`config.mk`:
```
export PLATFORM = sky130hd
export DESIGN_NAME = packet_sorter
export DESIGN_NICKNAME = d
export VERILOG_FILES = /design/src/rtl/hdmi_rx_pkg.sv /design/src/rtl/audio_sample_fifo.sv /design/src/rtl/packet_sorter.sv
export SDC_FILE = /design/constraint.sdc
export NUM_CORES = 1
export LEC_CHECK = 0
export BUFFER_PORTS_ARGS = -buffer_cell sky130_fd_sc_hd__buf_2
export CAP_MARGIN = 20
export CORE_UTILIZATION = 50
export DETAILED_ROUTE_END_ITERATION = 6
export GPL_ROUTABILITY_DRIVEN = 0
export PLACE_DENSITY = 0.73
export SLEW_MARGIN = 20
export SYNTH_ARGS = -nofsm -noshare
export SYNTH_HDL_FRONTEND = slang
export SYNTH_HIERARCHICAL = 1
export SYNTH_SLANG_ARGS = --single-unit
```
`constraint.sdc`:
```
create_clock -name clk_pixel -period 6.8 [get_ports clk_pixel]
set_clock_uncertainty 0.05 [all_clocks]
set_input_delay 1.02 -clock clk_pixel [delete_from_list [all_inputs] [get_ports clk_pixel]]
set_output_delay 1.02 -clock clk_pixel [all_outputs]
set_load 0.02 [all_outputs]
```
`src/rtl/hdmi_rx_pkg.sv`:
```
// rtl/hdmi_rx_pkg.sv - shared types and constants for the HDMI sink packet path
package hdmi_rx_pkg;

  localparam logic [7:0] PKT_NULL         = 8'h00;
  localparam logic [7:0] PKT_ACR          = 8'h01;
  localparam logic [7:0] PKT_AUDIO_SAMPLE = 8'h02;
  localparam logic [7:0] PKT_AVI          = 8'h82;
  localparam logic [7:0] PKT_AUDIO_INFO   = 8'h84;

  localparam int IEC_BLOCK_FRAMES = 192;

  // Samples travel at full subpacket width; the top keeps the MSBs it needs.
  typedef struct packed {
    logic [23:0] left;
    logic [23:0] right;
    logic        block_start;
  } stereo_sample_t;

  typedef enum logic {
    ST_IDLE   = 1'b0,
    ST_UNPACK = 1'b1
  } sorter_state_t;

endpackage

```
`src/rtl/audio_sample_fifo.sv`:
```
// rtl/audio_sample_fifo.sv - synchronous first-word-fall-through FIFO for stereo samples
module audio_sample_fifo #(
  parameter int  FIFO_DEPTH = 8,
  parameter type T          = logic [7:0]
) (
  input  logic i_clk,
  input  logic i_rst_n,
  input  logic i_push,
  input  T     i_data,
  output logic o_push_ok,
  input  logic i_pop,
  output T     o_data,
  output logic o_full,
  output logic o_empty
);

  localparam int AW = $clog2(FIFO_DEPTH);
  localparam logic [AW:0] PTR_ONE = 1;

  T            r_mem [FIFO_DEPTH];
  logic [AW:0] r_wr_ptr;
  logic [AW:0] r_rd_ptr;
  logic        w_pop_ok;

  assign o_empty   = (r_wr_ptr == r_rd_ptr);
  assign o_full    = (r_wr_ptr[AW] != r_rd_ptr[AW]) && (r_wr_ptr[AW-1:0] == r_rd_ptr[AW-1:0]);
  assign w_pop_ok  = i_pop && !o_empty;
  // A pop frees the head slot this cycle, so a push into a full FIFO still lands.
  assign o_push_ok = i_push && (!o_full || i_pop);
  assign o_data    = r_mem[r_rd_ptr[AW-1:0]];

  always_ff @(posedge i_clk or negedge i_rst_n) begin
    if (!i_rst_n) begin
      r_wr_ptr <= '0;
      r_rd_ptr <= '0;
    end else begin
      if (o_push_ok) r_wr_ptr <= r_wr_ptr + PTR_ONE;
      if (w_pop_ok)  r_rd_ptr <= r_rd_ptr + PTR_ONE;
    end
  end

  always_ff @(posedge i_clk) begin
    if (o_push_ok) r_mem[r_wr_ptr[AW-1:0]] <= i_data;
  end

endmodule

```
`src/rtl/packet_sorter.sv`:
```
// rtl/packet_sorter.sv - HDMI sink data-island packet dispatcher (audio FIFO, ACR, InfoFrames)
// Optional InfoFrame checksum gating: define INFOFRAME_CHECKSUM_EN.
module packet_sorter
  import hdmi_rx_pkg::*;
#(
  parameter int AUDIO_BIT_WIDTH = 24,
  parameter int FIFO_DEPTH      = 8
) (
  input  logic                         clk_pixel,
  input  logic                         reset_n,
  input  logic                         packet_valid,
  input  logic                         packet_ecc_error,
  input  logic [23:0]                  header,
  input  logic [3:0][55:0]             sub,
  output logic                         sample_valid,
  input  logic                         sample_ready,
  output logic [2*AUDIO_BIT_WIDTH-1:0] sample_word,
  output logic                         sample_block_start,
  output logic [19:0]                  acr_n,
  output logic [19:0]                  acr_cts,
  output logic                         acr_update,
  output logic [6:0]                   video_id_code,
  output logic [2:0]                   audio_channel_count,
  output logic [39:0]                  channel_status,
  output logic                         overflow,
  output logic [7:0]                   dropped_count
);

  sorter_state_t r_state, w_state_next;
  logic [1:0]    r_idx, w_idx_next;
  logic [3:0]    r_hb1;
  logic [3:0]    r_hb2;
  logic [3:0][50:0] r_sub;

  logic [19:0] r_acr_n, r_acr_cts;
  logic        r_acr_update;
  logic [6:0]  r_vic;
  logic [2:0]  r_chan_cnt;
  logic [39:0] r_cs, r_cs_shadow;
  logic [7:0]  r_cs_pos;
  logic        r_overflow;
  logic [7:0]  r_dropped;
  logic [2*AUDIO_BIT_WIDTH-1:0] r_hold_word;

  logic w_accept, w_do_acr, w_do_avi, w_do_ainfo, w_do_drop, w_start;
  logic w_csum_ok;
  logic w_push, w_push_ok, w_pop, w_fifo_empty, w_fifo_full;
  logic [7:0] w_cs_pos;
  stereo_sample_t w_push_data, w_head;
  logic [2*AUDIO_BIT_WIDTH-1:0] w_head_word;

`ifdef INFOFRAME_CHECKSUM_EN
  logic [7:0] w_csum;
  always_comb begin
    w_csum = header[7:0] + header[15:8] + header[23:16];
    for (int s = 0; s < 4; s++) begin
      for (int b = 0; b < 7; b++) begin
        w_csum = w_csum + sub[s][8*b +: 8];
      end
    end
  end
  assign w_csum_ok = (w_csum == 8'h00);
`else
  assign w_csum_ok = 1'b1;
`endif

  assign w_accept = packet_valid && (r_state == ST_IDLE);

  always_comb begin
    w_do_acr   = 1'b0;
    w_do_avi   = 1'b0;
    w_do_ainfo = 1'b0;
    w_do_drop  = 1'b0;
    w_start    = 1'b0;
    if (w_accept) begin
      if (packet_ecc_error) begin
        w_do_drop = 1'b1;
      end else begin
        case (header[7:0])
          PKT_NULL:         ;
          PKT_ACR:          w_do_acr = 1'b1;
          PKT_AVI:          if (w_csum_ok) w_do_avi = 1'b1; else w_do_drop = 1'b1;
          PKT_AUDIO_INFO:   if (w_csum_ok) w_do_ainfo = 1'b1; else w_do_drop = 1'b1;
          PKT_AUDIO_SAMPLE: if (header[12]) w_do_drop = 1'b1; else w_start = 1'b1;
          default:          w_do_drop = 1'b1;
        endcase
      end
    end
  end

  always_comb begin
    w_state_next = r_state;
    w_idx_next   = r_idx;
    case (r_state)
      ST_IDLE: begin
        if (w_start) begin
          w_state_next = ST_UNPACK;
          w_idx_next   = 2'd0;
        end
      end
      ST_UNPACK: begin
        w_idx_next = r_idx + 2'd1;
        if (r_idx == 2'd3) w_state_next = ST_IDLE;
      end
      default: w_state_next = ST_IDLE;
    endcase
  end

  always_ff @(posedge clk_pixel or negedge reset_n) begin
    if (!reset_n) begin
      r_state <= ST_IDLE;
      r_idx   <= 2'd0;
    end else begin
      r_state <= w_state_next;
      r_idx   <= w_idx_next;
    end
  end

  assign w_push                  = (r_state == ST_UNPACK) && r_hb1[r_idx];
  assign w_push_data.left        = r_sub[r_idx][23:0];
  assign w_push_data.right       = r_sub[r_idx][47:24];
  assign w_push_data.block_start = r_hb2[r_idx];
  assign w_cs_pos                = r_hb2[r_idx] ? 8'd0 : r_cs_pos;

  always_ff @(posedge clk_pixel or negedge reset_n) begin
    if (!reset_n) begin
      r_hb1        <= '0;
      r_hb2        <= '0;
      r_sub        <= '0;
      r_acr_n      <= '0;
      r_acr_cts    <= '0;
      r_acr_update <= 1'b0;
      r_vic        <= '0;
      r_chan_cnt   <= '0;
      r_cs         <= '0;
      r_cs_shadow  <= '0;
      r_cs_pos     <= '0;
      r_overflow   <= 1'b0;
      r_dropped    <= '0;
      r_hold_word  <= '0;
    end else begin
      r_acr_update <= w_do_acr;
      if (w_start) begin
        r_hb1 <= header[11:8];
        r_hb2 <= header[23:20];
        r_sub <= {sub[3][50:0], sub[2][50:0], sub[1][50:0], sub[0][50:0]};
      end
      if (w_do_acr) begin
        r_acr_cts <= {sub[0][11:8], sub[0][23:16], sub[0][31:24]};
        r_acr_n   <= {sub[0][35:32], sub[0][47:40], sub[0][55:48]};
      end
      if (w_do_avi)   r_vic      <= sub[0][38:32];
      if (w_do_ainfo) r_chan_cnt <= sub[0][10:8];
      if (w_do_drop && (r_dropped != 8'hFF)) r_dropped <= r_dropped + 8'd1;
      if ((packet_valid && (r_state == ST_UNPACK)) || (w_push && !w_push_ok)) r_overflow <= 1'b1;
      // Channel status tracks every unpacked frame, even ones the full FIFO loses.
      if (w_push) begin
        if (w_cs_pos < 8'd40) r_cs_shadow[w_cs_pos[5:0]] <= r_sub[r_idx][50];
        if (w_cs_pos == 8'(IEC_BLOCK_FRAMES - 1)) begin
          r_cs     <= r_cs_shadow;
          r_cs_pos <= 8'd0;
        end else begin
          r_cs_pos <= w_cs_pos + 8'd1;
        end
      end
      if (w_pop) r_hold_word <= w_head_word;
    end
  end

  audio_sample_fifo #(
    .FIFO_DEPTH (FIFO_DEPTH),
    .T          (stereo_sample_t)
  ) u_fifo (
    .i_clk     (clk_pixel),
    .i_rst_n   (reset_n),
    .i_push    (w_push),
    .i_data    (w_push_data),
    .o_push_ok (w_push_ok),
    .i_pop     (w_pop),
    .o_data    (w_head),
    .o_full    (w_fifo_full),
    .o_empty   (w_fifo_empty)
  );

  assign w_pop       = !w_fifo_empty && sample_ready;
  assign w_head_word = {w_head.right[23 -: AUDIO_BIT_WIDTH], w_head.left[23 -: AUDIO_BIT_WIDTH]};

  assign sample_valid        = !w_fifo_empty;
  assign sample_word         = w_fifo_empty ? r_hold_word : w_head_word;
  assign sample_block_start  = !w_fifo_empty && w_head.block_start;
  assign acr_n               = r_acr_n;
  assign acr_cts             = r_acr_cts;
  assign acr_update          = r_acr_update;
  assign video_id_code       = r_vic;
  assign audio_channel_count = r_chan_cnt;
  assign channel_status      = r_cs;
  assign overflow            = r_overflow;
  assign dropped_count       = r_dropped;

  logic w_unused;
  assign w_unused = ^{header, sub, r_sub, w_head, w_fifo_full};

endmodule

```
# After elaboration in Yosys (flattened, before gate mapping)

Memories as Yosys holds them, arrays and structs flattened.
Index checks and enable logic that the tools add are counted.

Bits in writable memories: 392
Output and inout bits: 150
Logic and storage cells: 99
Bits in registers: 419
Input port bits: 253
Memories: 1

Memory list:

| memory       | words | bits a word | read ports | clocked after Yosys merged registers in | write ports | RTL line                | text |
|---|---|---|---|---|---|---|---|
| u_fifo.r_mem | 8     | 49          | 1          | 0                                       | 1           | audio_sample_fifo.sv:20 | `T r_mem [FIFO_DEPTH];` |

Reductions and logical operators: 20
Eq/ne operators: 11
Bitwise logic cells: 1
Add/subtract/negate cells: 5
Muxes and demuxes: 36
Magnitude comparators: 4

Operators by type and width:

| kind                | count |
|---|---|
| $bmux 51 s2         | 1 |
| $mux 51             | 1 |
| $mux 48             | 1 |
| $bwmux 40           | 1 |
| $eq 8x8->1 const B  | 3 |
| $mux 1              | 23 |
| $add 8x1->8 const B | 2 |
| $mux 8              | 2 |
| $logic_and 1x1->1   | 11 |
| $add 4x1->4 const B | 2 |
| $eq 8x1->1 const B  | 1 |
| $eq 8x2->1 const B  | 1 |
| $logic_not 8->1     | 1 |
| $lt 8x6->1 const B  | 1 |
| $ne 8x8->1 const B  | 1 |
| $lt 6x7->1 const B  | 1 |
| $demux 1 s6         | 1 |
| $ge 6x1->1 const B  | 1 |
| $bmux 1 s2          | 2 |
| $eq 4x4->1          | 1 |
| $pmux 1 s2          | 2 |
| $pmux 2 s2          | 1 |
| $reduce_and 2->1    | 2 |
| $reduce_or 4->1     | 1 |
| 10 further kinds    | 13 |

# Longest topological paths before layout

Gate-level depths: netlist (run 1).

Word-level depth: 8
Depth in mapped cells: 16
Mapped depth without buffers: 10

# Cells and area by module

Netlist (run 1), hierarchy kept.

By module, submodules not included:

| module            | area each (µm²) | times used | cells each | sequential area each (µm²) |
|---|---|---|---|---|
| packet_sorter     | 17397.9         | 1          | 1122       | 10084.7 |
| audio_sample_fifo | 15595.0         | 1          | 625        | 11971.5 |

# Worst setup path after synthesis (run 1)

Ideal clock, no wire load.

Kind: reg-to-reg
From: reg u_fifo.r_wr_ptr[0]
To: mem u_fifo/r_mem[1][0] in the netlist's numbering (enable)
Data required time: 6173 ps
Stages on the path, launching flop included: 15
Library setup time: 577 ps
Clock period less this slack: 7547 ps
Arrival time: 6920 ps
Buffers on the path: 6
Path slack: -747 ps
Cell sequence: dfrtp_1 -> buf_2 -> xnor2_1 -> nand3_1 -> buf_4 -> nor2_1 -> clkbuf_1 -> inv_1 -> nand2_1 -> clkbuf_1 -> buf_1 -> inv_1 -> buf_4 -> nor3_2 -> nor4_1

Cells in the longest elaborated chain, start to end: 7
Elaborated cells between the ends (all ways): 10
Classes of those cells: eq/ne: 2; mux: 2; reduce/logical: 6

RTL lines:

| what                         | RTL line                | text |
|---|---|---|
| start, declared              | audio_sample_fifo.sv:21 | `logic [AW:0] r_wr_ptr;` |
| start signal, assigned       | audio_sample_fifo.sv:37 | `if (o_push_ok) r_wr_ptr <= r_wr_ptr + PTR_ONE;` |
| $eq 4x4->1                   | audio_sample_fifo.sv:25 | `assign o_empty = (r_wr_ptr == r_rd_ptr);` |
| net w_fifo_empty             | packet_sorter.sv:47     | `logic w_push, w_push_ok, w_pop, w_fifo_empty, w_fifo_full;` |
| $logic_not 1->1              | --                      |  |
| net sample_valid             | packet_sorter.sv:15     | `output logic sample_valid,` |
| $logic_and 1x1->1            | packet_sorter.sv:185    | `assign w_pop = !w_fifo_empty && sample_ready;` |
| net w_pop                    | packet_sorter.sv:47     |  |
| $logic_or 1x1->1             | audio_sample_fifo.sv:29 | `assign o_push_ok = i_push && (!o_full \|\| i_pop);` |
| $logic_and 1x1->1            | audio_sample_fifo.sv:29 |  |
| $mux 1                       | audio_sample_fifo.sv:43 | `if (o_push_ok) r_mem[r_wr_ptr[AW-1:0]] <= i_data;` |
| $mux 1 (not written as such) | audio_sample_fifo.sv:43 |  |
| end, declared                | audio_sample_fifo.sv:20 |  |

The timed path passes the listed nets, and every way through them passes these cells.

# Worst setup path after layout (run 1)

From: reg u_fifo.r_rd_ptr[0]
To: out sample_word[23]

Cells in the longest elaborated chain, start to end: 2
Elaborated cells between the ends (all ways): 3
Classes of those cells: eq/ne: 1; mux: 1; memory: 1

RTL lines:

| what                   | RTL line                | text |
|---|---|---|
| start, declared        | audio_sample_fifo.sv:22 | `logic [AW:0] r_rd_ptr;` |
| start signal, assigned | audio_sample_fifo.sv:38 | `if (w_pop_ok) r_rd_ptr <= r_rd_ptr + PTR_ONE;` |
| $eq 4x4->1             | audio_sample_fifo.sv:25 |  |
| net w_fifo_empty       | packet_sorter.sv:47     |  |
| $mux 48                | packet_sorter.sv:189    | `assign sample_word = w_fifo_empty ? r_hold_word : w_head_word;` |
| end, declared          | packet_sorter.sv:17     | `output logic [2*AUDIO_BIT_WIDTH-1:0] sample_word,` |

The timed path passes the listed nets, and every way through them passes these cells.

==> results of run 1 <==
## critical path: stages, from the launching register on
cell                      delay [ps]
sky130_fd_sc_hd__dfrtp_4        1060
sky130_fd_sc_hd__xnor2_1         200
sky130_fd_sc_hd__nand3_1         440
sky130_fd_sc_hd__nor2_4          700
sky130_fd_sc_hd__buf_4           550
sky130_fd_sc_hd__mux2_2          440
sky130_fd_sc_hd__buf_2           180
## power by group through the flow
stage	clock, uW	sequential, uW	combinational [uW]
global route	5000	5580	2390
global placement	0	5620	2220
finish	4700	5540	2240
floorplan	0	5490	1720
CTS	4800	5540	2270
detailed placement	0	5640	2250
## stage by stage
step / instances / setup WS, ps / hold WS, ps / area [um2]
floorplan: 1746 / -735 / 402 / 33000
global placement: 2902 / 1950 / 400 / 35700
detailed placement: 2902 / 1880 / 410 / 35700
CTS: 3062 / 1340 / 395 / 38600
global route: 3068 / 1140 / 429 / 38600
finish: 3069 / 1470 / 365 / 38600
## sequential cells by signal, indices dropped and copies added (netlist names), 7 cells and up
signal / count
r_hold_word: 48
acr_n: 20
r_cs_shadow: 40
r_sub: 196
u_fifo/r_mem: 392
video_id_code: 7
dropped_count: 8
r_cs_pos: 8
acr_cts: 20
channel_status: 40
## cell type report
class	count	share of cell area (%)
antenna	7	0.0453
clock buffer	114	6.10
clock inverter	46	1.38
inverter	11	0.107
multi-input combinational	830	27.0
sequential	803	57.1
tap	855	2.77
timing repair buffer	403	5.53
## worst min path at each step
| stage | slack [ps] | endpoint |
|---|---|---|
| global placement | 400 | overflow |
| CTS | 390 | video_id_code[3] |
| global route | 430 | video_id_code[3] |
| floorplan | 400 | r_hb2[2] |
| detailed placement | 410 | overflow |
| finish | 360 | video_id_code[3] |
## cells in the final DEF (no fill, tap or decap), types with 4 or more instances in the layout
cell / instances
sky130_fd_sc_hd__bufinv_16: 9
sky130_fd_sc_hd__nor4_1: 14
sky130_fd_sc_hd__clkinv_2: 20
sky130_fd_sc_hd__nand2_1: 22
sky130_fd_sc_hd__and3_1: 6
sky130_fd_sc_hd__nor3_2: 5
sky130_fd_sc_hd__mux4_2: 64
sky130_fd_sc_hd__xnor2_1: 15
sky130_fd_sc_hd__clkbuf_16: 86
sky130_fd_sc_hd__edfxtp_1: 392
sky130_fd_sc_hd__o31ai_1: 6
sky130_fd_sc_hd__inv_6: 6
sky130_fd_sc_hd__diode_2: 7
sky130_fd_sc_hd__nor3_1: 8
sky130_fd_sc_hd__clkbuf_8: 10
sky130_fd_sc_hd__nor2b_1: 11
sky130_fd_sc_hd__clkbuf_1: 18
sky130_fd_sc_hd__mux2_1: 128
sky130_fd_sc_hd__nand4_1: 4
sky130_fd_sc_hd__inv_1: 11
sky130_fd_sc_hd__clkinv_1: 5
sky130_fd_sc_hd__buf_2: 373
sky130_fd_sc_hd__mux4_1: 83
sky130_fd_sc_hd__ha_1: 5
sky130_fd_sc_hd__buf_4: 26
sky130_fd_sc_hd__nor2_1: 25
sky130_fd_sc_hd__o21ai_0: 10
sky130_fd_sc_hd__nand2b_1: 7
sky130_fd_sc_hd__nand3_1: 11
sky130_fd_sc_hd__dfrtp_1: 406
sky130_fd_sc_hd__or3_1: 4
sky130_fd_sc_hd__mux2_2: 357
## metal layers
| metal | share of wire [%] | routed length (um) | vias up |
|---|---|---|---|
| met5 | 0.050 | 36 | - |
| met4 | 2.4 | 1750 | 8 |
| met3 | 5.5 | 3970 | 126 |
| met2 | 49 | 35900 | 483 |
| met1 | 43 | 30900 | 9157 |
| li1 | - | - | 7661 |
==> flow_summary.toml, run 1 <==
[outcome]
outcome = "completed"

[power_and_ir_drop]
peakVddDrop_mv = 0.269
share_seq_of_total_power_pct = 44.4
comb_power_share_pct = 17.9
intPower_uw = 9200
netSwitchingPower_uw = 3280
report.power.total_uw = 12500
power_per_cell_area_nw_per_um2 = 323
sw_frac_of_total_pct = 26.3
clock_network_fraction_of_total_power_pct = 37.7
leakage_uw = 0.0175

[global_routing]
gr-usage-all-layers_pct = 22.1
via_count_of_the_first_global_routing_pass = 18600
antenna_found_initial = 11
grt_first_pass_wirelength_um = 112000
gr-usage-met2_pct = 36.2
groute.layer.met3.usage_pct = 4.38
grt_max_degree = 157
grt_overflow_total = 0
globalRouteMet1Util_pct = 29.9
top_usage_layer = "met2"

[placed_design]
place.port_buffers = 374
hpwl_after_detailed_placement_um = 46400

[timing]
unrepaired_setup_endpoints_after_global_routing = "no"
setup_violations = 0
layout_worst_path_cycle_share_pct = 78.4
max_freq_mhz = 188
fin_crit_ps = 5330
totalNegativeSetupSlack_ps = 0
relSlewSlack_pct = 32.0
slew_viol_final = 0
worst-slew-pin-transition_ps = 1020
report.final.hold_viol_count = 0

[worst_setup_path]
timing.critical_path.to_type = "output port"
worstPathMaxFanout = 57
r2r_slack_ps = 1850
worst_ep_required_time_ps = 5730
worst_ep_arrival_time_ps = 4260
critical_path_class = "reg2out"
cp-startpoint = "u_fifo/r_rd_ptr[0]"
r2r-start = "r_idx[1]"
termination_of_the_worst_setup_path = "sample_word[23]"
startpoint_type = "register"
timing.reg2reg.worst_path_depth = 10
crit_reg_reg_endpoint = "channel_status[14]"

[route]
wire_per_inst_um = 23.6
vias_per_cell = 5.68
drc = 0
detail_route.wirelength_um = 72500
drtIter0Drc = 1045
firstDrtPassIters = 4
postRouteAntennaNets = 0
dr_total_vias = 17400

[clock_tree]
latest_clock_arrival_within_the_worst_skew_pair_ps = 630
cts_tree = "yes"
numCtsBuffers = 85
cts_root_buffer_type = "sky130_fd_sc_hd__clkbuf_16"
htree_levels = 3
tritoncts_num_sinks = 803
worst_setup_hold_path_clk_slew_ps = 60
cts_resized = 0
cts_hold_repair.buffers = 0
clock_path_buffers = 3
post-cts-setup-buffers = 0

[floorplanning]
fp.dieH_um = 259
ioPinCount = 403
placementRows = 93
initial_core_util_pct = 50.9
dieArea_um2 = 67000
die_w_um = 259
design.core.area_um2 = 64800

[logic_synthesis]
yosys_warns = 6
avgSynthCellArea_um2 = 18.9
postSynthNetCount = 2004
mappedNetlistArea_um2 = 33000
postSynthCellCount = 1746

[finish]
layout-drive-gt1-share_pct = 44.6
nets = 2392
seq_area_um2 = 22100
layout.core_utilization_pct = 59.6
final.fill_count = 4726
area_grow_syn2layout_pct = 17.1
multiInputGateArea_um2 = 10400

[flow_run]
cap_viol_max_count = 0

[hold_path]
class_of_the_most_critical_hold_timing_path = "in2async"
(Power assumes the default switching activity.)
==> inputs of run 2 (changes only) <==
==> constraint.sdc (replaced) <==
create_clock -name clk_pixel -period 4.8 [get_ports clk_pixel]
set_clock_uncertainty 0.05 [all_clocks]
set_input_delay 0.72 -clock clk_pixel [delete_from_list [all_inputs] [get_ports clk_pixel]]
set_output_delay 0.72 -clock clk_pixel [all_outputs]
set_load 0.02 [all_outputs]
==> flow_summary.toml, run 2 (synthesis results as in run 1) <==
[outcome]
outcome = "completed"

[global_routing]
via_count_of_the_first_global_routing_pass = 18900
grt_first_pass_wirelength_um = 112000
grt_max_degree = 117
antenna_found_initial = 24
gr-usage-all-layers_pct = 22.4
grt_overflow_total = 0

[timing]
layout_worst_path_cycle_share_pct = 83.3
slew_viol_final = 0
max_freq_mhz = 250
unrepaired_setup_endpoints_after_global_routing = "no"
setup_slack_ps = 799
fin_crit_ps = 4000
worst-slew-pin-transition_ps = 1010
setup_violations = 0
relSlewSlack_pct = 33.0
report.final.hold_viol_count = 0

[clock_tree]
cts_root_buffer_type = "sky130_fd_sc_hd__clkbuf_16"
cts_resized = 0
worst_setup_hold_path_clk_slew_ps = 60
tritoncts_num_sinks = 803
numCtsBuffers = 80
latest_clock_arrival_within_the_worst_skew_pair_ps = 620
htree_levels = 3
cts_hold_repair.buffers = 0
post-cts-setup-buffers = 0
cts_tree = "yes"
clock_path_buffers = 3

[floorplanning]
design.core.area_um2 = 64800
placementRows = 93
ioPinCount = 403
fp.dieH_um = 259
die_w_um = 259
dieArea_um2 = 67000
initial_core_util_pct = 50.9

[power_and_ir_drop]
sw_frac_of_total_pct = 25.8
intPower_uw = 12900
clock_network_fraction_of_total_power_pct = 36.6
peakVddDrop_mv = 0.660
share_seq_of_total_power_pct = 43.9
netSwitchingPower_uw = 4510
leakage_uw = 0.0175
power_per_cell_area_nw_per_um2 = 452
comb_power_share_pct = 19.5

[worst_setup_path]
worstPathMaxFanout = 49
critical_path_class = "reg2out"
worst_ep_arrival_time_ps = 3230
timing.critical_path.to_type = "output port"
worst_ep_required_time_ps = 4030
startpoint_type = "register"

[finish]
area_grow_syn2layout_pct = 16.9
layout-drive-gt1-share_pct = 44.4
mostFrequentLayoutCells = "sky130_fd_sc_hd__dfrtp_1 (406), sky130_fd_sc_hd__edfxtp_1 (392), sky130_fd_sc_hd__buf_2 (373)"
instances_no_fill = 3067
layout_commonest_cell = "sky130_fd_sc_hd__dfrtp_1"
nets = 2390
largest_reg_flops = 392

[placed_design]
place.port_buffers = 374
hpwl_after_detailed_placement_um = 47800
place.detailed.instances = 2905
dp_slack_ps = 822

[route]
postRouteAntennaNets = 0
firstDrtPassIters = 4
drc = 0
detail_route.wirelength_um = 74000
drtIter0Drc = 973
dr_total_vias = 17400
wire_per_inst_um = 24.1
vias_per_cell = 5.67

[flow_run]
cap_viol_max_count = 0

[hold_path]
class_of_the_most_critical_hold_timing_path = "in2async"
==> run 2: layout make-up <==
type / count / area, um2
Sequential cell: 803 / 22100
Fill cell: 4704 / 26200
Clock buffer: 117 / 2320
Tap cell: 855 / 1070
Antenna cell: 14 / 35.0
Clock inverter: 31 / 403
Inverter: 11 / 41.3
Timing Repair Buffer: 406 / 2200
Multi-Input combinational cell: 830 / 10400
==> run 2: stage by stage <==
stage,cell area [um2],setup TNS (ps),power (uW),util [%],hold WS [ps]
after global placement,35800,0,11200,55.3,391
final,38600,0,17400,59.5,172
after CTS,38500,0,17700,59.5,192
after global routing,38600,0,18100,59.5,246
after floorplan,33000,-305970,10200,-,374
after detailed placement,35800,0,11200,55.3,415
==> run 2: critical path, stage by stage (launching register included) <==
cell and delay, ps:
sky130_fd_sc_hd__dfrtp_1 680, sky130_fd_sc_hd__xnor2_1 180, sky130_fd_sc_hd__nand3_1 90, sky130_fd_sc_hd__buf_4 200, sky130_fd_sc_hd__nor2_4 190, sky130_fd_sc_hd__buf_4 630, sky130_fd_sc_hd__mux2_2 460, sky130_fd_sc_hd__buf_2 170
==> run 2: final timing paths <==
path	startpoint	to	slack, ps	cells past startpoint
setup / recovery	u_fifo/r_wr_ptr[1]	sample_word[33]	800	7
hold / removal	reset_n	acr_n[7]	170	1
setup reg to reg	r_idx[1]	channel_status[17]	800	12
hold reg to reg	r_sub[120]	r_sub[120]	430	1
max in group asynchronous	reset_n	r_sub[87]	3410	2
min in group clk_pixel	sub[147]	r_sub[137]	260	2
==> run 2: layer usage <==
metal,up-vias,share of wire [%],track usage [%]
met1,9116,41,29.3
met3,139,6.0,4.97
met4,16,2.8,8.38
li1,7655,-,-
met5,-,0.13,0
met2,479,50,36.8
==> run 2: power groups by stage <==
stage	logic (uW)	registers [uW]	clock network, uW
after CTS	3470	7660	6530
final	3400	7660	6390
after global routing	3650	7690	6780
after global placement	3390	7770	0
after floorplan	2430	7770	0
after detailed placement	3440	7790	0
